## src/rtl/im_loader.sv

```systemverilog
`default_nettype none
// ============================================================================
// Module      : im_loader
// Description : Runtime loader for the 4 KB instruction memory. Parses a
//               framed byte stream (16-bit word count, big-endian payload
//               words, XOR checksum byte) and writes 32-bit words into the
//               memory write port from word address 0 upward. Holds the CPU
//               in reset for the duration of the load.
// Revision    : 1.0 - initial release
// ============================================================================
module im_loader #(
  parameter int ADDR_W    = 10,
  parameter int MAX_WORDS = 1024
) (
  input  logic              clk,
  input  logic              reset_n,
  input  logic              start,
  input  logic              byte_valid,
  input  logic [7:0]        byte_data,
  output logic              byte_ready,
  output logic              im_we,
  output logic [ADDR_W-1:0] im_addr,
  output logic [31:0]       im_wdata,
  output logic [10:0]       words_written,
  output logic              busy,
  output logic              cpu_hold,
  output logic              done,
  output logic              err
);

  localparam logic [10:0] c_max_words = 11'(MAX_WORDS);

  typedef enum logic [2:0] {
    S_IDLE   = 3'd0,
    S_LEN_HI = 3'd1,
    S_LEN_LO = 3'd2,
    S_DATA   = 3'd3,
    S_CHECK  = 3'd4,
    S_FIN    = 3'd5
  } state_t;

  state_t      r_state;
  logic [7:0]  r_len_hi;   // high length byte, held until the low byte arrives
  logic [10:0] r_len;      // accepted frame length in words
  logic [10:0] r_widx;     // index of the word currently being assembled
  logic [1:0]  r_bcnt;     // byte position within the current word
  logic [23:0] r_asm;      // first three bytes of the current word
  logic [7:0]  r_csum;     // running XOR of payload bytes

  logic [10:0] w_len;
  logic        w_len_ok;
  logic        w_last_word;

  // Length as seen on the LEN_LO byte; the top five bits of the high byte must be zero.
  assign w_len       = {r_len_hi[2:0], byte_data};
  assign w_len_ok    = (r_len_hi[7:3] == 5'd0) && (w_len != 11'd0) && (w_len <= c_max_words);
  assign w_last_word = ((r_widx + 11'd1) == r_len);

  // Byte acceptance depends only on state so the source never sees a combinational loop.
  always_comb begin
    byte_ready = 1'b0;
    case (r_state)
      S_LEN_HI, S_LEN_LO, S_DATA, S_CHECK: byte_ready = 1'b1;
      default:                             byte_ready = 1'b0;
    endcase
  end

  // The CPU stays in reset exactly as long as a load is in progress.
  assign cpu_hold = busy;

  // Frame parser FSM with registered memory-port and status outputs.
  always_ff @(posedge clk or negedge reset_n) begin
    if (!reset_n) begin
      r_state       <= S_IDLE;
      r_len_hi      <= 8'd0;
      r_len         <= 11'd0;
      r_widx        <= 11'd0;
      r_bcnt        <= 2'd0;
      r_asm         <= 24'd0;
      r_csum        <= 8'd0;
      im_we         <= 1'b0;
      im_addr       <= '0;
      im_wdata      <= 32'd0;
      words_written <= 11'd0;
      busy          <= 1'b0;
      done          <= 1'b0;
      err           <= 1'b0;
    end else begin
      // Write strobe is a single-cycle pulse unless re-armed below.
      im_we <= 1'b0;
      case (r_state)
        S_IDLE: begin
          if (start) begin
            r_state       <= S_LEN_HI;
            busy          <= 1'b1;
            done          <= 1'b0;
            err           <= 1'b0;
            words_written <= 11'd0;
            r_bcnt        <= 2'd0;
            r_csum        <= 8'd0;
            r_widx        <= 11'd0;
            im_addr       <= '0;
          end
        end
        S_LEN_HI: begin
          if (byte_valid) begin
            r_len_hi <= byte_data;
            r_state  <= S_LEN_LO;
          end
        end
        S_LEN_LO: begin
          if (byte_valid) begin
            if (w_len_ok) begin
              r_len   <= w_len;
              r_state <= S_DATA;
            end else begin
              err     <= 1'b1;
              r_state <= S_FIN;
            end
          end
        end
        S_DATA: begin
          if (byte_valid) begin
            r_asm  <= {r_asm[15:0], byte_data};
            r_csum <= r_csum ^ byte_data;
            r_bcnt <= r_bcnt + 2'd1;
            if (r_bcnt == 2'd3) begin
              im_we         <= 1'b1;
              im_wdata      <= {r_asm, byte_data};
              im_addr       <= r_widx[ADDR_W-1:0];
              words_written <= words_written + 11'd1;
              r_widx        <= r_widx + 11'd1;
              if (w_last_word) r_state <= S_CHECK;
            end
          end
        end
        S_CHECK: begin
          if (byte_valid) begin
            if (byte_data == r_csum) done <= 1'b1;
            else                     err  <= 1'b1;
            r_state <= S_FIN;
          end
        end
        S_FIN: begin
          busy    <= 1'b0;
          r_state <= S_IDLE;
        end
        default: begin
          busy    <= 1'b0;
          r_state <= S_IDLE;
        end
      endcase
    end
  end

endmodule
`default_nettype wire

```

## config.mk

```make
export PLATFORM = sky130hd
export DESIGN_NAME = im_loader
export DESIGN_NICKNAME = d
export VERILOG_FILES = /design/src/rtl/im_loader.sv
export SDC_FILE = /design/constraint.sdc
export NUM_CORES = 1
export LEC_CHECK = 0
export CAP_MARGIN = 20
export CORE_ASPECT_RATIO = 1.2
export CORE_MARGIN = 2
export CORE_UTILIZATION = 35
export DETAILED_ROUTE_END_ITERATION = 10
export MAX_ROUTING_LAYER = met4
export PLACE_DENSITY = 0.64
export SYNTH_ARGS = -nofsm -noshare
export SYNTH_HDL_FRONTEND = slang
export SYNTH_SLANG_ARGS = --single-unit
```

## constraint.sdc

```tcl
create_clock -name clk -period 2.3 [get_ports clk]
set_input_delay 0.46 -clock clk [delete_from_list [all_inputs] [get_ports clk]]
set_output_delay 0.46 -clock clk [all_outputs]
set_load 0.05 [all_outputs]
```

==> qor.csv, run 1 <==
stage,metric,value,unit
run_status,status,finished clean,
setup_path,r2r-end,r_state[1],
setup_path,critical_path.top_delay_family,compound AO/OA/AOI/OAI gates,
final_layout,area_delta_synth_final,33.5,%
grt,vias_in_the_first_global_route,4521,
sta,timing.final.setup_violations,0,
final_layout,drive_above_1_share,0.164,
power_and_ir_drop,power.total,9.67,mW
final_layout,post-route-util,0.473,
setup_path,critical_path.reg2reg.startpoint,r_widx[1],
setup_path,critical_path.endpoint_type,flip-flop,
synth,synth_sequential_area_ratio,0.564,
clock_tree,htree_levels,4,
placed_design,place_area,0.00673,mm2
sta,final_min_period_over_clock_period,0.955,
clock_tree,tritoncts_clock_tree,yes,
setup_path,critical_path_peak_fanout,5,
sta,clock-skew-final,0.00984,ns
synth,post_synth_instance_area,0.00550,mm2
synth,synth_seq_cells,124,
grt,first_pass_grt_wire_length,22800,um
setup_path,cp_data_required_time,2.58,ns
floorplanning,floorplan.die_area,0.0167,mm2
sta,timing.final.crit_period,2.20,ns
sta,fmax,455,MHz
routing,drt.antenna.violating_nets,0,
sta,setup_ws,0.103,ns
floorplanning,die_height,141,um
clock_tree,numCtsBuffers,17,
synth,yosys.cell_types.count,48,
clock_tree,cts.sinks,124,
sta,hold_viol_final,0,
grt,grt.overflow.total,0,
synth,synth.net_count,592,
synth,synth.avg_cell_area,9.53,um2
placed_design,buffer_ports.inserted,70,
final_layout,design.final.nets,697,
setup_path,reg2reg_path_depth,8,
floorplanning,io_pins,71,
floorplanning,placeable_area,0.0155,mm2
routing,vias_per_cell,5.06,
grt,global_route.usage.total,0.179,
setup_path,cp_cell_sequence,"buf_4, nand3_2, or4_1, a211oi_2, o2111ai_1, a211oi_2, buf_4, o21ai_0",
placed_design,finalWeightedCongestion,0.895,
routing,drtPass1Iterations,7,
setup_path,worst-setup-path-type,flip-flop to flip-flop,
setup_path,cp-start-kind,flip-flop,
placed_design,dp_worst_setup_slack,-0.336,ns
final_layout,sequential_cell_area,0.00311,mm2
routing,route.detailed.drc,0,
power_and_ir_drop,power_leakage,3.46,nW
synth,netlist_instances,577,
sta,max_slew.worst_pin.slew,0.535,ns
routing,first_iter_violations,347,
routing,num_vias,4567,
setup_path,crit_buf_inv,2,
final_layout,number_of_inserted_filler_cells_in_the_final_layout,1496,
setup_path,worst_ep_arrival_time,2.47,ns
clock_tree,clock_tree.buffer_depth,2,
grt,grt_antenna_before_repair,0,
synth,ys_dominant_reg_cell,sky130_fd_sc_hd__dfrtp_1,
sta,timing.hold.ws,0.0306,ns
clock_tree,cts_root_buffer,sky130_fd_sc_hd__clkbuf_16,
clock_tree,clk_transition_reported_paths,0.05,ns
sta,slew_violations,0,
floorplanning,start_util,0.354,
final_layout,post_layout_nonfiller_instances,903,
power_and_ir_drop,irDropWorstVdd,639,uV
sta,rsz0062_at_grt,false,
power_and_ir_drop,power_density,1320,mW/mm2
synth,synth-edff-count,0,
synth,synth-async-reset-ratio,1.00,
placed_design,dp_hpwl,9830,um
final_layout,multi_input_area,0.00226,mm2
floorplanning,die_width,118,um
clock_tree,cts.hold.buffers_added,0,
synth,yosys_warnings,0,
setup_path,largest_incremental_delay_on_the_critical_path,0.55,ns
routing,wire_per_inst,15.6,um
placed_design,placed_cells_incl_taps,870,
sta,slew_headroom,0.642,
setup_path,worst-r2r-setup-slack,0.10,ns
final_layout,antenna-diode-count,0,
sta,tns,0,ns
clock_tree,insertion_delay,0.41,ns
grt,grt_max_degree,43,
routing,drt-total-wl,14100,um
setup_path,slowest_stage,sky130_fd_sc_hd__or4_1,
flow_run,drv.max_cap_violation_count,0,
floorplanning,num_rows,50,
hold_path,worstHoldPathType,primary input to asynchronous set/reset pin,
final_layout,final_design_area_no_fill,0.00734,mm2
-- sequential cells by signal, summed over array words and instances (netlist names), 8 cells and up --
name / count
r_len: 11
r_len_hi: 8
im_wdata: 32
r_asm: 24
im_addr: 10
r_csum: 8
r_widx: 11
words_written: 11
-- cells by family (layout without fill, tap and decap cells) --
logic type | Yosys count | count (layout) | share of synthesized area
mux | 18 | 18 | 0.0369
xor+xnor | 29 | 29 | 0.0462
flops | 124 | 124 | 0.564
simple gates | 278 | 278 | 0.218
buf+inv | 36 | 154 | 0.0275
compound gates | 89 | 89 | 0.101
fa+ha+maj | 3 | 3 | 0.00683
-- timing repair --
item                       CTS  global route
gates cloned                 0             0
setup endpoints to repair    3             4
setup buffers                0             1
gates resized for setup      1             4
-- layout make-up --
class                           instances  share of cell area
Clock buffer                           21              0.0641
Clock inverter                         11              0.0160
Inverter                                6             0.00307
Multi-Input combinational cell        417               0.308
Sequential cell                       124               0.423
Tap cell                              208              0.0355
Timing Repair Buffer                  116               0.150
-- report_power, final --
| part | internal (mW) | switching (mW) |
|---|---|---|
| combinational | 1.33 | 2.25 |
| clock | 1.67 | 0.941 |
| sequential | 2.90 | 0.576 |
| total | 5.90 | 3.77 |
-- metal layers --
metal	wire length, um	GRT usage
met3	552	0.0374
met4	242	0.0652
met5	0	-
met1	5690	0.205
met2	7600	0.311
-- worst max path at each step --
stage	startpoint	endpoint	slack [ns]	cells past startpoint
final	r_widx[1]	r_state[1]	0.10	8
after floorplan	r_state[0]	byte_ready	0.21	3
after global placement	byte_data[0]	r_len[8]	-0.35	7
after CTS	r_widx[1]	r_state[1]	0.006	8
after global routing	r_widx[1]	r_state[1]	0.01	8
after detailed placement	byte_data[4]	r_len[8]	-0.34	7
-- synthesized netlist by cell type (2+ instances only) --
master / instances / area share
sky130_fd_sc_hd__a31oi_1: 4 / 0.0045
sky130_fd_sc_hd__a22o_1: 9 / 0.014
sky130_fd_sc_hd__nor2b_1: 2 / 0.0023
sky130_fd_sc_hd__o211ai_1: 3 / 0.0041
sky130_fd_sc_hd__or3_1: 2 / 0.0023
sky130_fd_sc_hd__mux2_2: 18 / 0.037
sky130_fd_sc_hd__o22ai_1: 4 / 0.0045
sky130_fd_sc_hd__nor3_1: 5 / 0.0045
sky130_fd_sc_hd__buf_1: 2 / 0.0014
sky130_fd_sc_hd__nand2_1: 192 / 0.13
sky130_fd_sc_hd__o31ai_1: 7 / 0.0096
sky130_fd_sc_hd__xor2_1: 14 / 0.022
sky130_fd_sc_hd__nor4_1: 5 / 0.0057
sky130_fd_sc_hd__buf_4: 2 / 0.0027
sky130_fd_sc_hd__a211oi_2: 2 / 0.0045
sky130_fd_sc_hd__nand2b_1: 3 / 0.0034
sky130_fd_sc_hd__buf_2: 6 / 0.0055
sky130_fd_sc_hd__a21oi_1: 9 / 0.0082
sky130_fd_sc_hd__nor2_1: 30 / 0.020
sky130_fd_sc_hd__or2_2: 2 / 0.0023
sky130_fd_sc_hd__nand3b_1: 2 / 0.0027
sky130_fd_sc_hd__a21o_1: 3 / 0.0041
sky130_fd_sc_hd__inv_1: 6 / 0.0041
sky130_fd_sc_hd__nand4_1: 8 / 0.0091
sky130_fd_sc_hd__dfrtp_1: 124 / 0.56
sky130_fd_sc_hd__o21ai_0: 43 / 0.039
sky130_fd_sc_hd__and3_1: 8 / 0.0091
sky130_fd_sc_hd__ha_1: 3 / 0.0068
sky130_fd_sc_hd__xnor2_1: 15 / 0.024
sky130_fd_sc_hd__nand3_1: 8 / 0.0073
sky130_fd_sc_hd__clkbuf_1: 19 / 0.013
-- cells in the final DEF (no fill, tap or decap), drive strengths merged, types with 3 or more instances in the layout --
cell,synthesis,final
clkbuf,20,21
o22ai,4,4
a31oi,4,4
xnor2,15,15
clkdlybuf4s50,0,68
o211ai,3,3
a21o,3,3
nand2b,3,3
nand2,192,192
nor2,30,30
clkinv,0,4
nand3,9,9
o31ai,7,7
nor3,6,6
nor4,5,5
inv,6,6
ha,3,3
or3,3,3
xor2,14,14
and3,9,9
a21oi,10,10
o21ai,43,43
clkinvlp,0,5
mux2,18,18
a22o,10,10
dfrtp,124,124
nand4,8,8
buf,10,48
No activity file was read; power rests on OpenSTA's default activity.
==> inputs of run 2 (changes only) <==
PLACE_DENSITY = 0.59   (was 0.64)
==> qor.csv, run 2 (synthesized netlist as in run 1, its figures left out) <==
stage,metric,value,unit
final_layout,antenna-diode-count,0,
placed_design,finalWeightedCongestion,0.882,
floorplanning,floorplan.die_area,0.0167,mm2
routing,drt-total-wl,13600,um
routing,first_iter_violations,277,
sta,timing.final.setup_violations,0,
clock_tree,cts.hold.buffers_added,0,
sta,rsz0062_at_grt,false,
power_and_ir_drop,power.total,9.47,mW
setup_path,critPathLaunch,r_widx[1],
grt,global_route.usage.total,0.178,
routing,vias_per_cell,4.95,
routing,wire_per_inst,15.1,um
power_and_ir_drop,power_density,1300,mW/mm2
placed_design,buffer_ports.inserted,70,
power_and_ir_drop,irDropWorstVdd,753,uV
sta,slew_violations,0,
setup_path,path_depth,8,
setup_path,reg2reg_path_depth,8,
routing,drt.antenna.violating_nets,0,
placed_design,dp_hpwl,9340,um
floorplanning,num_rows,50,
setup_path,cp_data_required_time,2.59,ns
sta,max_slew.worst_pin.slew,0.567,ns
setup_path,worst-setup-path-type,flip-flop to flip-flop,
grt,grt.overflow.total,0,
floorplanning,io_pins,71,
clock_tree,tritoncts_clock_tree,yes,
sta,timing.final.crit_period,2.16,ns
routing,route.detailed.drc,0,
setup_path,cp-start-kind,flip-flop,
clock_tree,clk_transition_reported_paths,0.05,ns
sta,final_min_period_over_clock_period,0.941,
setup_path,worst_ep_arrival_time,2.46,ns
setup_path,slowest_stage,sky130_fd_sc_hd__dfrtp_2,
clock_tree,clock_tree.buffer_depth,2,
setup_path,critical_path.top_delay_family,compound AO/OA/AOI/OAI gates,
clock_tree,cts.sinks,124,
run_status,status,finished clean,
routing,num_vias,4473,
setup_path,critical_path.endpoint_type,flip-flop,
sta,fmax,462,MHz
setup_path,critical_path_peak_fanout,5,
clock_tree,cts_root_buffer,sky130_fd_sc_hd__clkbuf_16,
routing,drtPass1Iterations,4,
final_layout,area_delta_synth_final,32.8,%
grt,grt_max_degree,41,
final_layout,design.final.nets,698,
grt,vias_in_the_first_global_route,4530,
grt,first_pass_grt_wire_length,22700,um
floorplanning,placeable_area,0.0155,mm2
final_layout,biggestRegsByFlops,"im_wdata (32), r_asm (24)",
sta,clock-skew-final,0.0135,ns
sta,setup_ws,0.135,ns
floorplanning,die_width,118,um
clock_tree,numCtsBuffers,17,
sta,hold_viol_final,0,
floorplanning,die_height,141,um
final_layout,largest_register_ffs,32,
final_layout,number_of_inserted_filler_cells_in_the_final_layout,1510,
floorplanning,start_util,0.354,
grt,grt_antenna_before_repair,0,
setup_path,cp_cell_sequence,"ha_1, nand3_1, or2_2, o31ai_4, o2111ai_1, a211oi_2, buf_4, o21ai_0",
clock_tree,htree_levels,4,
power_and_ir_drop,power_leakage,3.44,nW
final_layout,mostFrequentLayoutCell,sky130_fd_sc_hd__nand2_1,
placed_design,dp_worst_setup_slack,-0.225,ns
final_layout,registers.top_by_ff_count,im_wdata,
hold_path,worstHoldPathType,primary input to asynchronous set/reset pin,
sta,slew_headroom,0.622,
setup_path,crit_buf_inv,1,
final_layout,mostFrequentLayoutCells,"sky130_fd_sc_hd__nand2_1 (192), sky130_fd_sc_hd__dfrtp_1 (123), sky130_fd_sc_hd__clkdlybuf4s50_1 (68), sky130_fd_sc_hd__o21ai_0 (43), sky130_fd_sc_hd__buf_4 (43)",
clock_tree,insertion_delay,0.42,ns
setup_path,critical_path.reg2reg.startpoint,r_widx[1],
setup_path,largest_incremental_delay_on_the_critical_path,0.41,ns
final_layout,drive_above_1_share,0.158,
flow_run,drv.max_cap_violation_count,0,
run 2: changes by cell type in the layout (fill, tap and decap cells not counted), sizes merged:
| cell | delta |
|---|---|
| clkbuf | -2 |
| bufinv | -1 |
| buf | +1 |
| clkinv | +2 |
run 2: through the flow:
| step | setup TNS, ns | utilization | cells | area [um2] | hold WS, ns |
|---|---|---|---|---|---|
| floorplan | 0 | - | 577 | 5500 | 0.164 |
| global placement | -2.37 | 0.434 | 870 | 6740 | 0.456 |
| detailed placement | -3.24 | 0.434 | 870 | 6740 | 0.461 |
| CTS | 0 | 0.469 | 901 | 7270 | 0.0427 |
| global route | 0 | 0.471 | 903 | 7300 | 0.0646 |
| finish | 0 | 0.471 | 903 | 7300 | 0.0411 |
run 2: layer usage:
metal  global-route usage  up-vias  share of wire
li1                     -     2147              -
met1                0.210     2210           0.44
met2                0.287       94           0.51
met3               0.0406       22          0.030
met4               0.0896        0          0.025
met5                    -        -              0
run 2: repair_timing:
action / 4_1_cts / 5_1_grt
buffers inserted: 0 / 2
resized for setup: 0 / 3
setup endpoints to repair: 0 / 3
run 2: cell type report:
class / count / area (um2) / share of cell area
clock buffer: 19 / 433 / 0.0593
inverter: 6 / 22.5 / 0.00308
tap: 208 / 260 / 0.0356
multi-input combinational: 417 / 2260 / 0.309
clock inverter: 12 / 101 / 0.0139
timing repair buffer: 117 / 1120 / 0.154
sequential: 124 / 3100 / 0.425
run 2: where the power goes:
group / internal (mW) / switching, mW
logic: 1.35 / 2.24
registers: 2.90 / 0.564
clock network: 1.47 / 0.954
run 2: final timing paths:
check	slack, ns	endpoint
min reg2reg	0.47	im_wdata[31]
max reg2reg	0.14	r_state[1]
max	0.14	r_state[1]
max in group asynchronous	1.54	r_widx[1]
min in group clk	0.47	im_wdata[31]
min	0.04	im_wdata[13]
==> inputs of run 3 (changes only) <==
ABC_CLOCK_PERIOD_IN_PS = 2300   (was unset)
HOLD_SLACK_MARGIN = 0.15   (was unset)
==> qor.csv, run 3 (synthesized netlist as in run 1, its figures left out) <==
stage,metric,value,unit
clock_tree,htree_levels,4,
final_layout,mostFrequentLayoutCell,sky130_fd_sc_hd__nand2_1,
final_layout,drive_above_1_share,0.158,
routing,drt-total-wl,13600,um
flow_run,drv.max_cap_violation_count,0,
final_layout,registers.top_by_ff_count,im_wdata,
final_layout,mostFrequentLayoutCells,"sky130_fd_sc_hd__nand2_1 (192), sky130_fd_sc_hd__dfrtp_1 (123), sky130_fd_sc_hd__clkdlybuf4s50_1 (68), sky130_fd_sc_hd__o21ai_0 (43), sky130_fd_sc_hd__buf_4 (43)",
floorplanning,num_rows,50,
floorplanning,floorplan.die_area,0.0167,mm2
clock_tree,cts_root_buffer,sky130_fd_sc_hd__clkbuf_16,
grt,vias_in_the_first_global_route,4524,
run_status,status,finished clean,
routing,drt.antenna.violating_nets,0,
hold_path,worstHoldPathType,flip-flop to flip-flop,
sta,timing.final.crit_period,2.16,ns
final_layout,post-route-util,0.471,
grt,first_pass_grt_wire_length,22700,um
hold_path,hold_path_end,im_wdata[31],
setup_path,critical_path.top_delay_family,flip-flops,
grt,global_route.usage.total,0.177,
grt,grt.overflow.total,0,
final_layout,largest_register_ffs,32,
clock_tree,clk_transition_reported_paths,0.05,ns
setup_path,r2r-end,r_state[1],
sta,slew_headroom,0.621,
clock_tree,cts.sinks,124,
power_and_ir_drop,irDropWorstVdd,755,uV
sta,slew_violations,0,
sta,hold_viol_final,0,
placed_design,buffer_ports.inserted,70,
floorplanning,placeable_area,0.0155,mm2
sta,timing.final.setup_violations,0,
grt,grt_antenna_before_repair,0,
floorplanning,io_pins,71,
clock_tree,tritoncts_clock_tree,yes,
setup_path,critical_path.endpoint_type,output pin,
clock_tree,insertion_delay,0.42,ns
sta,final_min_period_over_clock_period,0.941,
clock_tree,clock_tree.buffer_depth,2,
routing,vias_per_cell,4.96,
floorplanning,die_width,118,um
placed_design,dp_hpwl,9340,um
final_layout,biggestRegsByFlops,"im_wdata (32), r_asm (24)",
power_and_ir_drop,power.total,9.47,mW
routing,drtPass1Iterations,4,
setup_path,crit_buf_inv,2,
setup_path,cp_cell_sequence,"nor2_1, buf_4, xnor2_1, buf_12",
final_layout,multi_input_area,0.00226,mm2
setup_path,worst-setup-path-type,flip-flop to output pin,
placed_design,finalWeightedCongestion,0.882,
setup_path,largest_incremental_delay_on_the_critical_path,0.60,ns
sta,rsz0062_at_grt,false,
sta,fmax,462,MHz
final_layout,number_of_inserted_filler_cells_in_the_final_layout,1511,
setup_path,critical_path_peak_fanout,15,
setup_path,reg2reg_path_depth,8,
final_layout,antenna-diode-count,0,
final_layout,sequential_cell_area,0.00310,mm2
setup_path,worst_ep_arrival_time,1.70,ns
sta,timing.hold.ws,0.470,ns
power_and_ir_drop,power_leakage,3.45,nW
final_layout,area_delta_synth_final,33.0,%
sta,clock-skew-final,0.0125,ns
setup_path,cp_data_required_time,1.84,ns
hold_path,min_path_cells,2,
power_and_ir_drop,power_density,1300,mW/mm2
grt,grt_max_degree,41,
setup_path,critical_path.reg2reg.startpoint,r_widx[1],
routing,wire_per_inst,15.0,um
floorplanning,start_util,0.354,
setup_path,slowest_stage,sky130_fd_sc_hd__dfrtp_1,
hold_path,min-delay-start,r_asm[23],
sta,max_slew.worst_pin.slew,0.568,ns
routing,first_iter_violations,267,
floorplanning,die_height,141,um
clock_tree,numCtsBuffers,17,
final_layout,design.final.nets,699,
routing,route.detailed.drc,0,
routing,num_vias,4483,
setup_path,worst-r2r-setup-slack,0.15,ns
setup_path,cp-start-kind,flip-flop,
==> run 3: stage by stage <==
stage | TNS (ns) | worst slack [ns] | cells | cell area [um2]
6_report | 0 | 0.136 | 904 | 7310
5_1_grt | 0 | 0.00692 | 904 | 7310
4_1_cts | 0 | 0.0398 | 902 | 7280
3_5_place_dp | -3.24 | -0.225 | 870 | 6740
3_3_place_gp | -2.37 | -0.202 | 870 | 6740
2_1_floorplan | 0 | 0.214 | 577 | 5500
==> run 3: metal layers <==
metal	routed length, um	global-route usage	vias up	part of all wire
met5	0	-	-	0
met4	437	0.0896	0	0.032
met3	472	0.0406	30	0.035
met2	6770	0.287	98	0.50
met1	5920	0.209	2205	0.43
li1	-	-	2150	-
==> run 3: cell type report <==
type / count / area share
flip-flops and latches: 124 / 0.424
repair buffers: 118 / 0.155
clock inverters: 12 / 0.0139
well taps: 208 / 0.0356
multi-input cells: 417 / 0.309
clock buffers: 19 / 0.0592
inverters: 6 / 0.00308
==> run 3: worst max-delay path by stage <==
stage,from,cells past startpoint,end
3_3_place_gp,byte_data[0],7,r_len[1]
2_1_floorplan,r_state[0],3,byte_ready
3_5_place_dp,byte_data[0],7,r_len[1]
5_1_grt,r_state[0],4,byte_ready
6_report,r_state[0],4,byte_ready
4_1_cts,r_widx[0],8,r_state[1]
==> run 3: tightest hold or removal path, stage by stage (launching register included) <==
cell and delay [ns]:
sky130_fd_sc_hd__dfrtp_1 0.34, sky130_fd_sc_hd__nand2_1 0.05, sky130_fd_sc_hd__nand2_1 0.05
==> run 3: what timing repair did <==
item / in CTS / in global routing
buffers inserted: 0 / 2
hold endpoints to repair: 37 / 0
resized for setup: 0 / 3
hold buffers: 1 / 0
endpoints found under the setup margin: 0 / 3
==> run 3: power by group <==
| part | internal, mW | switching (mW) | leakage [nW] |
|---|---|---|---|
| registers | 2.90 | 0.564 | 1.62 |
| logic | 1.35 | 2.24 | 1.58 |
| clock network | 1.46 | 0.960 | 0.250 |
